[src/rtl/dmem_lsu_if.sv]
// dmem_lsu_if: request/response and data-memory signals of the load/store unit.
//   Request side : i_req, i_we, i_funct3, i_addr, i_st_data -> o_ready, o_done,
//                  o_err, o_ld_data
//   Memory side  : o_dmem_wren, o_dmem_addr, o_dmem_st_data <- i_dmem_load_data
// Modports: slave = the LSU itself, master = the pipeline/memory side driving it.
interface dmem_lsu_if;
  logic        i_req;
  logic        i_we;
  logic [2:0]  i_funct3;
  logic [31:0] i_addr;
  logic [31:0] i_st_data;
  logic        o_ready;
  logic        o_done;
  logic        o_err;
  logic [31:0] o_ld_data;
  logic        o_dmem_wren;
  logic [31:0] o_dmem_addr;
  logic [31:0] o_dmem_st_data;
  logic [31:0] i_dmem_load_data;

  modport slave (
    input  i_req, i_we, i_funct3, i_addr, i_st_data, i_dmem_load_data,
    output o_ready, o_done, o_err, o_ld_data, o_dmem_wren, o_dmem_addr, o_dmem_st_data
  );

  modport master (
    output i_req, i_we, i_funct3, i_addr, i_st_data, i_dmem_load_data,
    input  o_ready, o_done, o_err, o_ld_data, o_dmem_wren, o_dmem_addr, o_dmem_st_data
  );
endinterface

[src/rtl/dmem_lsu.sv]
// dmem_lsu: RV32I load/store unit in front of a word-addressed data memory
// with a registered read address (read data arrives one cycle after address).
//   i_clk, i_rst : clock, asynchronous active-high reset
//   bus          : dmem_lsu_if.slave -- request handshake and memory port
// One request in flight at a time. Sub-word stores are read-modify-write;
// loads are lane-extracted and sign/zero-extended.
module dmem_lsu #(
  parameter int DMEM_WORDS = 2048
) (
  input  logic      i_clk,
  input  logic      i_rst,
  dmem_lsu_if.slave bus
);

  typedef enum logic [2:0] {IDLE, ERR, WR, RD, LD, RMW_RD, RMW_WR} state_t;

  state_t      state, state_nx;
  logic [2:0]  f3_q;
  logic [1:0]  lane_q;
  logic [31:0] st_q;
  logic [31:0] dmem_addr_q;
  logic        bad;
  logic        accept;

  assign accept = bus.i_req & (state == IDLE);

  // Request legality, evaluated on the live inputs at accept time.
  always_comb begin
    bad = 1'b0;
    if (bus.i_we) begin
      case (bus.i_funct3)
        3'b000:  bad = 1'b0;
        3'b001:  bad = bus.i_addr[0];
        3'b010:  bad = |bus.i_addr[1:0];
        default: bad = 1'b1;
      endcase
    end else begin
      case (bus.i_funct3)
        3'b000, 3'b100: bad = 1'b0;
        3'b001, 3'b101: bad = bus.i_addr[0];
        3'b010:         bad = |bus.i_addr[1:0];
        default:        bad = 1'b1;
      endcase
    end
    if ({2'b00, bus.i_addr[31:2]} >= 32'(DMEM_WORDS)) bad = 1'b1;
  end

  always_ff @(posedge i_clk or posedge i_rst) begin
    if (i_rst) begin
      state       <= IDLE;
      f3_q        <= '0;
      lane_q      <= '0;
      st_q        <= '0;
      dmem_addr_q <= '0;
    end else begin
      state <= state_nx;
      if (accept) begin
        f3_q        <= bus.i_funct3;
        lane_q      <= bus.i_addr[1:0];
        st_q        <= bus.i_st_data;
        dmem_addr_q <= {2'b00, bus.i_addr[31:2]};
      end
    end
  end

  // Lane extraction for loads.
  logic [31:0] rd_b, rd_h, ld_ext;
  assign rd_b = bus.i_dmem_load_data >> {lane_q, 3'b000};
  assign rd_h = bus.i_dmem_load_data >> {lane_q[1], 4'b0000};

  always_comb begin
    case (f3_q)
      3'b000:  ld_ext = {{24{rd_b[7]}}, rd_b[7:0]};
      3'b001:  ld_ext = {{16{rd_h[15]}}, rd_h[15:0]};
      3'b100:  ld_ext = {24'h0, rd_b[7:0]};
      3'b101:  ld_ext = {16'h0, rd_h[15:0]};
      default: ld_ext = bus.i_dmem_load_data;
    endcase
  end

  // Merge store data into the word just read back from memory.
  logic [31:0] mask, ins, merged;
  always_comb begin
    if (f3_q[0]) begin
      mask = 32'h0000_FFFF << {lane_q[1], 4'b0000};
      ins  = {16'h0, st_q[15:0]} << {lane_q[1], 4'b0000};
    end else begin
      mask = 32'h0000_00FF << {lane_q, 3'b000};
      ins  = {24'h0, st_q[7:0]} << {lane_q, 3'b000};
    end
    merged = (bus.i_dmem_load_data & ~mask) | (ins & mask);
  end

  always_comb begin
    state_nx           = state;
    bus.o_ready        = 1'b0;
    bus.o_done         = 1'b0;
    bus.o_err          = 1'b0;
    bus.o_ld_data      = '0;
    bus.o_dmem_wren    = 1'b0;
    bus.o_dmem_st_data = '0;
    case (state)
      IDLE: begin
        bus.o_ready = 1'b1;
        if (bus.i_req) begin
          if (bad)                                state_nx = ERR;
          else if (!bus.i_we)                     state_nx = RD;
          else if (bus.i_funct3 == 3'b010)        state_nx = WR;
          else                                    state_nx = RMW_RD;
        end
      end
      ERR: begin
        bus.o_done = 1'b1;
        bus.o_err  = 1'b1;
        state_nx   = IDLE;
      end
      WR: begin
        bus.o_dmem_wren    = 1'b1;
        bus.o_dmem_st_data = st_q;
        bus.o_done         = 1'b1;
        state_nx           = IDLE;
      end
      RD:     state_nx = LD;
      LD: begin
        bus.o_done    = 1'b1;
        bus.o_ld_data = ld_ext;
        state_nx      = IDLE;
      end
      RMW_RD: state_nx = RMW_WR;
      RMW_WR: begin
        bus.o_dmem_wren    = 1'b1;
        bus.o_dmem_st_data = merged;
        bus.o_done         = 1'b1;
        state_nx           = IDLE;
      end
      default: state_nx = IDLE;
    endcase
  end

  assign bus.o_dmem_addr = dmem_addr_q;

endmodule

[src/flat_wrapper.sv]
// flat-port wrapper written by rule: the top's interface ports become plain ports
module dmem_lsu_flat 
#(
  parameter int DMEM_WORDS = 2048
)
  (i_clk, i_rst, bus_i_req, bus_i_we, bus_i_funct3, bus_i_addr, bus_i_st_data, bus_i_dmem_load_data, bus_o_ready, bus_o_done, bus_o_err, bus_o_ld_data, bus_o_dmem_wren, bus_o_dmem_addr, bus_o_dmem_st_data);
  dmem_lsu_if bus_i ();
  input  logic i_clk;
  input  logic i_rst;
  input wire logic [$bits(bus_i.i_req)-1:0] bus_i_req;
  input wire logic [$bits(bus_i.i_we)-1:0] bus_i_we;
  input wire logic [$bits(bus_i.i_funct3)-1:0] bus_i_funct3;
  input wire logic [$bits(bus_i.i_addr)-1:0] bus_i_addr;
  input wire logic [$bits(bus_i.i_st_data)-1:0] bus_i_st_data;
  input wire logic [$bits(bus_i.i_dmem_load_data)-1:0] bus_i_dmem_load_data;
  output wire logic [$bits(bus_i.o_ready)-1:0] bus_o_ready;
  output wire logic [$bits(bus_i.o_done)-1:0] bus_o_done;
  output wire logic [$bits(bus_i.o_err)-1:0] bus_o_err;
  output wire logic [$bits(bus_i.o_ld_data)-1:0] bus_o_ld_data;
  output wire logic [$bits(bus_i.o_dmem_wren)-1:0] bus_o_dmem_wren;
  output wire logic [$bits(bus_i.o_dmem_addr)-1:0] bus_o_dmem_addr;
  output wire logic [$bits(bus_i.o_dmem_st_data)-1:0] bus_o_dmem_st_data;
  assign bus_i.i_req = bus_i_req;
  assign bus_i.i_we = bus_i_we;
  assign bus_i.i_funct3 = bus_i_funct3;
  assign bus_i.i_addr = bus_i_addr;
  assign bus_i.i_st_data = bus_i_st_data;
  assign bus_i.i_dmem_load_data = bus_i_dmem_load_data;
  assign bus_o_ready = bus_i.o_ready;
  assign bus_o_done = bus_i.o_done;
  assign bus_o_err = bus_i.o_err;
  assign bus_o_ld_data = bus_i.o_ld_data;
  assign bus_o_dmem_wren = bus_i.o_dmem_wren;
  assign bus_o_dmem_addr = bus_i.o_dmem_addr;
  assign bus_o_dmem_st_data = bus_i.o_dmem_st_data;
  dmem_lsu #(.DMEM_WORDS(DMEM_WORDS)) u_core (.i_clk(i_clk), .i_rst(i_rst), .bus(bus_i));
endmodule
[config.mk]
export PLATFORM = sky130hd
export DESIGN_NAME = dmem_lsu_flat
export DESIGN_NICKNAME = d
export VERILOG_FILES = /design/src/rtl/dmem_lsu_if.sv /design/src/rtl/dmem_lsu.sv /design/src/flat_wrapper.sv
export SDC_FILE = /design/constraint.sdc
export NUM_CORES = 1
export LEC_CHECK = 0
export CORE_UTILIZATION = 43
export CTS_BUF_LIST = sky130_fd_sc_hd__clkbuf_8
export CTS_CLUSTER_DIAMETER = 80
export DETAILED_ROUTE_END_ITERATION = 6
export PLACE_DENSITY = 0.84
export SYNTH_ARGS = -nofsm -noshare
export SYNTH_HDL_FRONTEND = slang
export SYNTH_SLANG_ARGS = --single-unit
[constraint.sdc]
create_clock -name i_clk -period 2.5 [get_ports i_clk]
set_input_delay 0.375 -clock i_clk [delete_from_list [all_inputs] [get_ports i_clk]]
set_output_delay 0.375 -clock i_clk [all_outputs]
set_load 0.01 [all_outputs]
Word-level counts from Yosys, hierarchy flattened:

Cells that the tools add are included.

* register bits: 70
* input port bits: 103
* output and inout port bits: 100
* word-level logic and storage cells: 57

* magnitude comparators: 1
* equal/unequal tests: 14
* shift-type cells: 6
* multiplexer cells: 18
* bitwise operators: 5
* reduce and logical (&&, ||, !) cells: 8

Operators with widths (number)
* 32-bit one-hot mux with 4 select lines: 1
* 32-bit two-way mux: 3
* 32-bit bitwise AND: 2
* 32-bit one-hot mux with 2 select lines: 1
* 32-bit NOT: 1
* 32-bit OR: 1
* 16-bit by 5-bit << shifter with 32-bit output: 1
* 16-bit by 5-bit << shifter with 32-bit output, first input constant: 1
* 8-bit by 5-bit << shifter with 32-bit output: 1
* 8-bit by 5-bit << shifter with 32-bit output, first input constant: 1
* 32-bit by 5-bit >> shifter with 16-bit output: 1
* 32-bit by 5-bit >> shifter with 8-bit output: 1
* 30-bit by 12-bit >= comparator with 1-bit output, second input constant: 1
* 3-bit equality test, second input constant: 7
* 3-bit two-way mux: 4
* 3-bit by 1-bit equality test with 1-bit output, second input constant: 3
* 3-bit by 2-bit equality test with 1-bit output, second input constant: 3
* 3-bit zero test: 3
* 3-bit one-hot mux with 3 select lines: 1
* 2-bit OR reduction: 4
* 1-bit two-way mux: 6
* 1-bit one-hot mux with 3 select lines: 2
* 4-bit OR reduction: 1
* 2-bit != test, second input constant: 1
* 1-bit bitwise AND: 1

Depth between registers and ports, before layout:

* depth in word-level cells: 8
* depth in mapped cells: 7
* gate-level depth less buffers: 4

Least setup slack after synthesis:

Ideal clock, no wire load.

* path type: register -> output
* start point: register u_core.state[0]
* end point: output bus_o_ld_data[21]
* data arrival time: 1856 ps
* data required time: 2125 ps
* slack: 269 ps
* stages on the path, launching flop included: 7
* path buffers: 2
* cell sequence: dfrtp_1 -> or3b_1 -> buf_6 -> or4_4 -> nor2_4 -> buf_6 -> a21o_1

* cells in the longest elaborated chain, start to end: 2

Ends and longest elaborated chain
* start: declaration: line dmem_lsu.sv:17 `state_t state, state_nx;`
* start signal: assignment: line dmem_lsu.sv:56 `state <= state_nx;`
* 3-bit equality test: line dmem_lsu.sv:102 `case (state)`
* 32-bit two-way mux: line dmem_lsu.sv:102
* end: declaration: line flat_wrapper.sv:19 `output wire logic [$bits(bus_i.o_ld_data)-1:0] bus_o_ld_data;`

Every way passes these cells.

Worst setup path in the final report:

* start point: register u_core.state[0]
* end point: output bus_o_ld_data[27]

Same word-level chain as after synthesis.

==> results_dict.tcl <==
set metrics [dict create \
    run_status "complete, but fails checks" \
    violations "negative setup slack" \
    path_clk_slew_ps 90 \
    drt_first_pass_iters 5 \
    synth_enable_flop_cells 0 \
    report.final.slew_viol_count 0 \
    path_buf_inv 2 \
    buffer_type_at_the_clock_tree_root "sky130_fd_sc_hd__clkbuf_8" \
    worst_setup_path_end_kind "primary output" \
    timing.final.crit_share_pct 102 \
    num-nets-final 912 \
    static-leakage-power_uw 0.00365 \
    globalRoute.totalOverflow 0 \
    cp_depth 6 \
    initialDrtViolationCount 300 \
    slew_hr_pct 63.1 \
    postSynthRegisterBits 70 \
    grt_start_max_net_pins 43 \
    drv.max_cap_violation_count 0 \
    timing.critical_path.max_delay_family "simple AND/OR/NAND/NOR gates" \
    placeable_core_region_um2 9420 \
    grt_setup_unrepaired "true" \
    cts_buffer_depth 2 \
    clock_skew_ps 14.3 \
    post-place-ws_ps -520 \
    path_cells "or3b_4 -> or4_4 -> nor2_4 -> buf_12 -> a21o_1 -> buf_2" \
    totalPowerFinal_uw 3600 \
    floorplan.rows 35 \
    worst_pin_slew_ps 553 \
    vias 5175 \
    timing_hold_violations_final 0 \
    worst-setup-path-type "flip-flop to primary output" \
    final_layout_size_suffix_gt1_share_pct 20.4 \
    cts_tree "built" \
    r2r.worst_path.cells 6 \
    grt_use_met2_pct 55.6 \
    finalSetupViolations 15 \
    grtUsageMet1_pct 42.8 \
    detail_route.drc_violations 0 \
    antenna_cells 0 \
    regToRegEndpoint "u_core.state[0]" \
    clock-sinks 70 \
    cts_inserted_buffers 9 \
    fp.dieW_um 101 \
    setup.worst_path.start "u_core.state[0]" \
    regToRegStartpoint "u_core.state[0]" \
    timing.final.ws_setup_ps -41.6 \
    synth-main-ff-cell "sky130_fd_sc_hd__dfrtp_1" \
    postRouteAntennaNets 0 \
    postSynthCellCount 566 \
    critical_path_required_ps 2120 \
    end_of_the_critical_path "bus_o_ld_data[27]" \
    grtUsageMet3_pct 9.04 \
    drt-wirelength-per-cell_um 18.4 \
    grt_antenna_before_repair 0 \
    die_area_um2 10300 \
    synth_cell_type_count 44 \
    grt.busiest_layer "met2" \
    critical_path.max_fanout 10 \
    power_density_nw_per_um2 505 \
    hold_path.class "primary input to asynchronous set/reset pin" \
    wire_length_of_the_first_global_routing_pass_um 26400 \
    vias_per_cell 5.49 \
    finalWorstPathRequiredPeriod_ps 2540 \
    peak_supply_drop_mv 0.539 \
    io_pins 203 \
    fmax_mhz 393 \
    area_growth_syn_to_layout_pct 67.9 \
    synth_seq_area_share_pct 41.2 \
    grtUsageTotal_pct 34.1 \
    via_count_of_the_first_global_routing_pass 5109 \
    worstSkewPairLatency_ps 360 \
    htreeDepth 3 \
    hpwlAfterDp_um 12800 \
    gp_congestion 0.912 \
    post_synth.cell_area_avg_um2 7.50 \
    yosysWarnings 0 \
    io_buffer_count 200 \
    start_util_pct 45.1 \
    postRouteWirelength_um 17300 \
    timing.reg2reg.setup_slack_ps 730 \
    post_synthesis_instance_area_um2 4250 \
    die_h_um 101 \
    critical_path_s_largest_stage_delay_ps 500 \
    arrival_ps 2170 \
    critPathSlowestCell "sky130_fd_sc_hd__or4_4" \
    asyncSetResetFlopFracSynth_pct 100 \
    start_kind "flip-flop" \
]
-- cells in the mapped netlist (2+ instances only) --
cell type                   number  area (µm²)
sky130_fd_sc_hd__nand3_1        11        55.1
sky130_fd_sc_hd__and2_1          2        12.5
sky130_fd_sc_hd__a21oi_1         3        15.0
sky130_fd_sc_hd__a221oi_1       23         201
sky130_fd_sc_hd__nor3b_1         2        15.0
sky130_fd_sc_hd__nand2_1       227         852
sky130_fd_sc_hd__nor3_1          8        40.0
sky130_fd_sc_hd__o32ai_1        14         123
sky130_fd_sc_hd__a21o_1         16         120
sky130_fd_sc_hd__buf_4           2        15.0
sky130_fd_sc_hd__clkbuf_1       38         143
sky130_fd_sc_hd__nand2b_1       19         119
sky130_fd_sc_hd__nor2b_1         3        18.8
sky130_fd_sc_hd__nor2_1         41         154
sky130_fd_sc_hd__o21ai_0        13        65.1
sky130_fd_sc_hd__a2111oi_0       2        17.5
sky130_fd_sc_hd__nor4_1          4        25.0
sky130_fd_sc_hd__o21a_1          3        22.5
sky130_fd_sc_hd__buf_1           2        7.51
sky130_fd_sc_hd__o21ai_1         2        10.0
sky130_fd_sc_hd__inv_1          14        52.6
sky130_fd_sc_hd__o22ai_1        10        62.6
sky130_fd_sc_hd__a311oi_1        8        70.1
sky130_fd_sc_hd__mux2i_1         9        90.1
sky130_fd_sc_hd__dfrtp_1        70        1750
sky130_fd_sc_hd__buf_6           2        22.5
-- layout by cell type (no fill, tap or decap), types with 4 or more instances in the layout --
cell and n:
sky130_fd_sc_hd__mux2i_1 8, sky130_fd_sc_hd__a221oi_1 16, sky130_fd_sc_hd__nor2_1 40, sky130_fd_sc_hd__clkbuf_8 9, sky130_fd_sc_hd__o21ai_1 4, sky130_fd_sc_hd__o32ai_1 11, sky130_fd_sc_hd__nor4_1 4, sky130_fd_sc_hd__buf_4 65
sky130_fd_sc_hd__dfrtp_1 67, sky130_fd_sc_hd__buf_2 14, sky130_fd_sc_hd__buf_6 9, sky130_fd_sc_hd__nor3_1 6, sky130_fd_sc_hd__dlygate4sd2_1 22, sky130_fd_sc_hd__o21ai_0 11, sky130_fd_sc_hd__clkdlybuf4s50_1 134, sky130_fd_sc_hd__nand2_1 224
sky130_fd_sc_hd__nand2b_1 17, sky130_fd_sc_hd__clkbuf_2 17, sky130_fd_sc_hd__nand3_1 10, sky130_fd_sc_hd__inv_1 11, sky130_fd_sc_hd__a311oi_1 8, sky130_fd_sc_hd__clkdlybuf4s15_1 7, sky130_fd_sc_hd__a221oi_2 6, sky130_fd_sc_hd__buf_12 5
sky130_fd_sc_hd__a21o_1 16, sky130_fd_sc_hd__o22ai_1 9
-- where the power goes --
part           total [µW]  switching [µW]  internal [µW]
Sequential           1420             147           1270
Clock                1060             487            574
Combinational        1120             560            556
Total                3600            1190           2400
-- worst min path at each step --
stage / end / start / slack (ps) / cells after the start
2_1_floorplan: u_core.st_q[16] / u_core.st_q[16] / 450 / 2
3_3_place_gp: u_core.bus.o_dmem_addr[25] / u_core.bus.o_dmem_addr[25] / 460 / 2
3_5_place_dp: u_core.bus.o_dmem_addr[28] / u_core.bus.o_dmem_addr[28] / 460 / 2
4_1_cts: u_core.bus.o_dmem_addr[5] / i_rst / 390 / 2
5_1_grt: u_core.bus.o_dmem_addr[5] / i_rst / 430 / 2
6_report: u_core.bus.o_dmem_addr[5] / i_rst / 380 / 2
-- per-stage QoR --
stage / cell area (µm²) / std cells / util (%) / hold WS (ps) / setup TNS, ps
6_report: 7130 / 943 / 75.7 / 379 / -187
5_1_grt: 7130 / 943 / 75.7 / 434 / -1220
4_1_cts: 7080 / 941 / 75.2 / 392 / -277
3_5_place_dp: 6730 / 912 / 71.5 / 461 / -10640
3_3_place_gp: 6730 / 912 / 71.5 / 457 / -10400
2_1_floorplan: 4250 / 567 / - / 447 / 0
-- logic make-up (layout without fill, tap and decap cells) --
| kind of cell | count (synthesis) | in the layout | share of synthesized area [%] |
|---|---|---|---|
| AOI/OAI and AO/OA | 101 | 101 | 18.1 |
| xor gates and xnor gates | 1 | 1 | 0.206 |
| buffers and inverters | 59 | 306 | 5.77 |
| DFF | 70 | 70 | 41.2 |
| muxes | 10 | 10 | 2.65 |
| other | 1 | 2 | 0.0883 |
| and+or+nand+nor | 324 | 324 | 31.9 |
-- cell type report --
cell class	instances	area [µm²]
timing repair buffer	276	2490
multi-input combinational	438	2440
fill	679	2280
sequential	70	1760
tap	129	161
clock buffer	9	124
clock inverter	7	103
inverter	14	52.6
-- metal layers --
| layer | up-vias | wire (µm) |
|---|---|---|
| li1 | 2403 | - |
| met1 | 2435 | 6810 |
| met2 | 292 | 8040 |
| met3 | 45 | 1920 |
| met4 | 0 | 538 |
| met5 | - | 0 |
-- repair_timing --
action / in CTS / in global routing
gates resized for setup: 153 / 73
pin swaps: 6 / 5
gates cloned: 1 / 0
setup buffers: 12 / 3
endpoints found under the setup margin: 64 / 47
hold buffers: 0 / 0
endpoints found under the hold margin: 0 / 0
-- flip-flops by register name (all words and copies together) (netlist names) --
| signal | count |
|---|---|
| u_core.bus.o_dmem_addr | 30 |
| u_core.f3_q | 3 |
| u_core.lane_q | 2 |
| u_core.st_q | 32 |
| u_core.state | 3 |
Note: power is estimated with default switching activity, not from simulation.
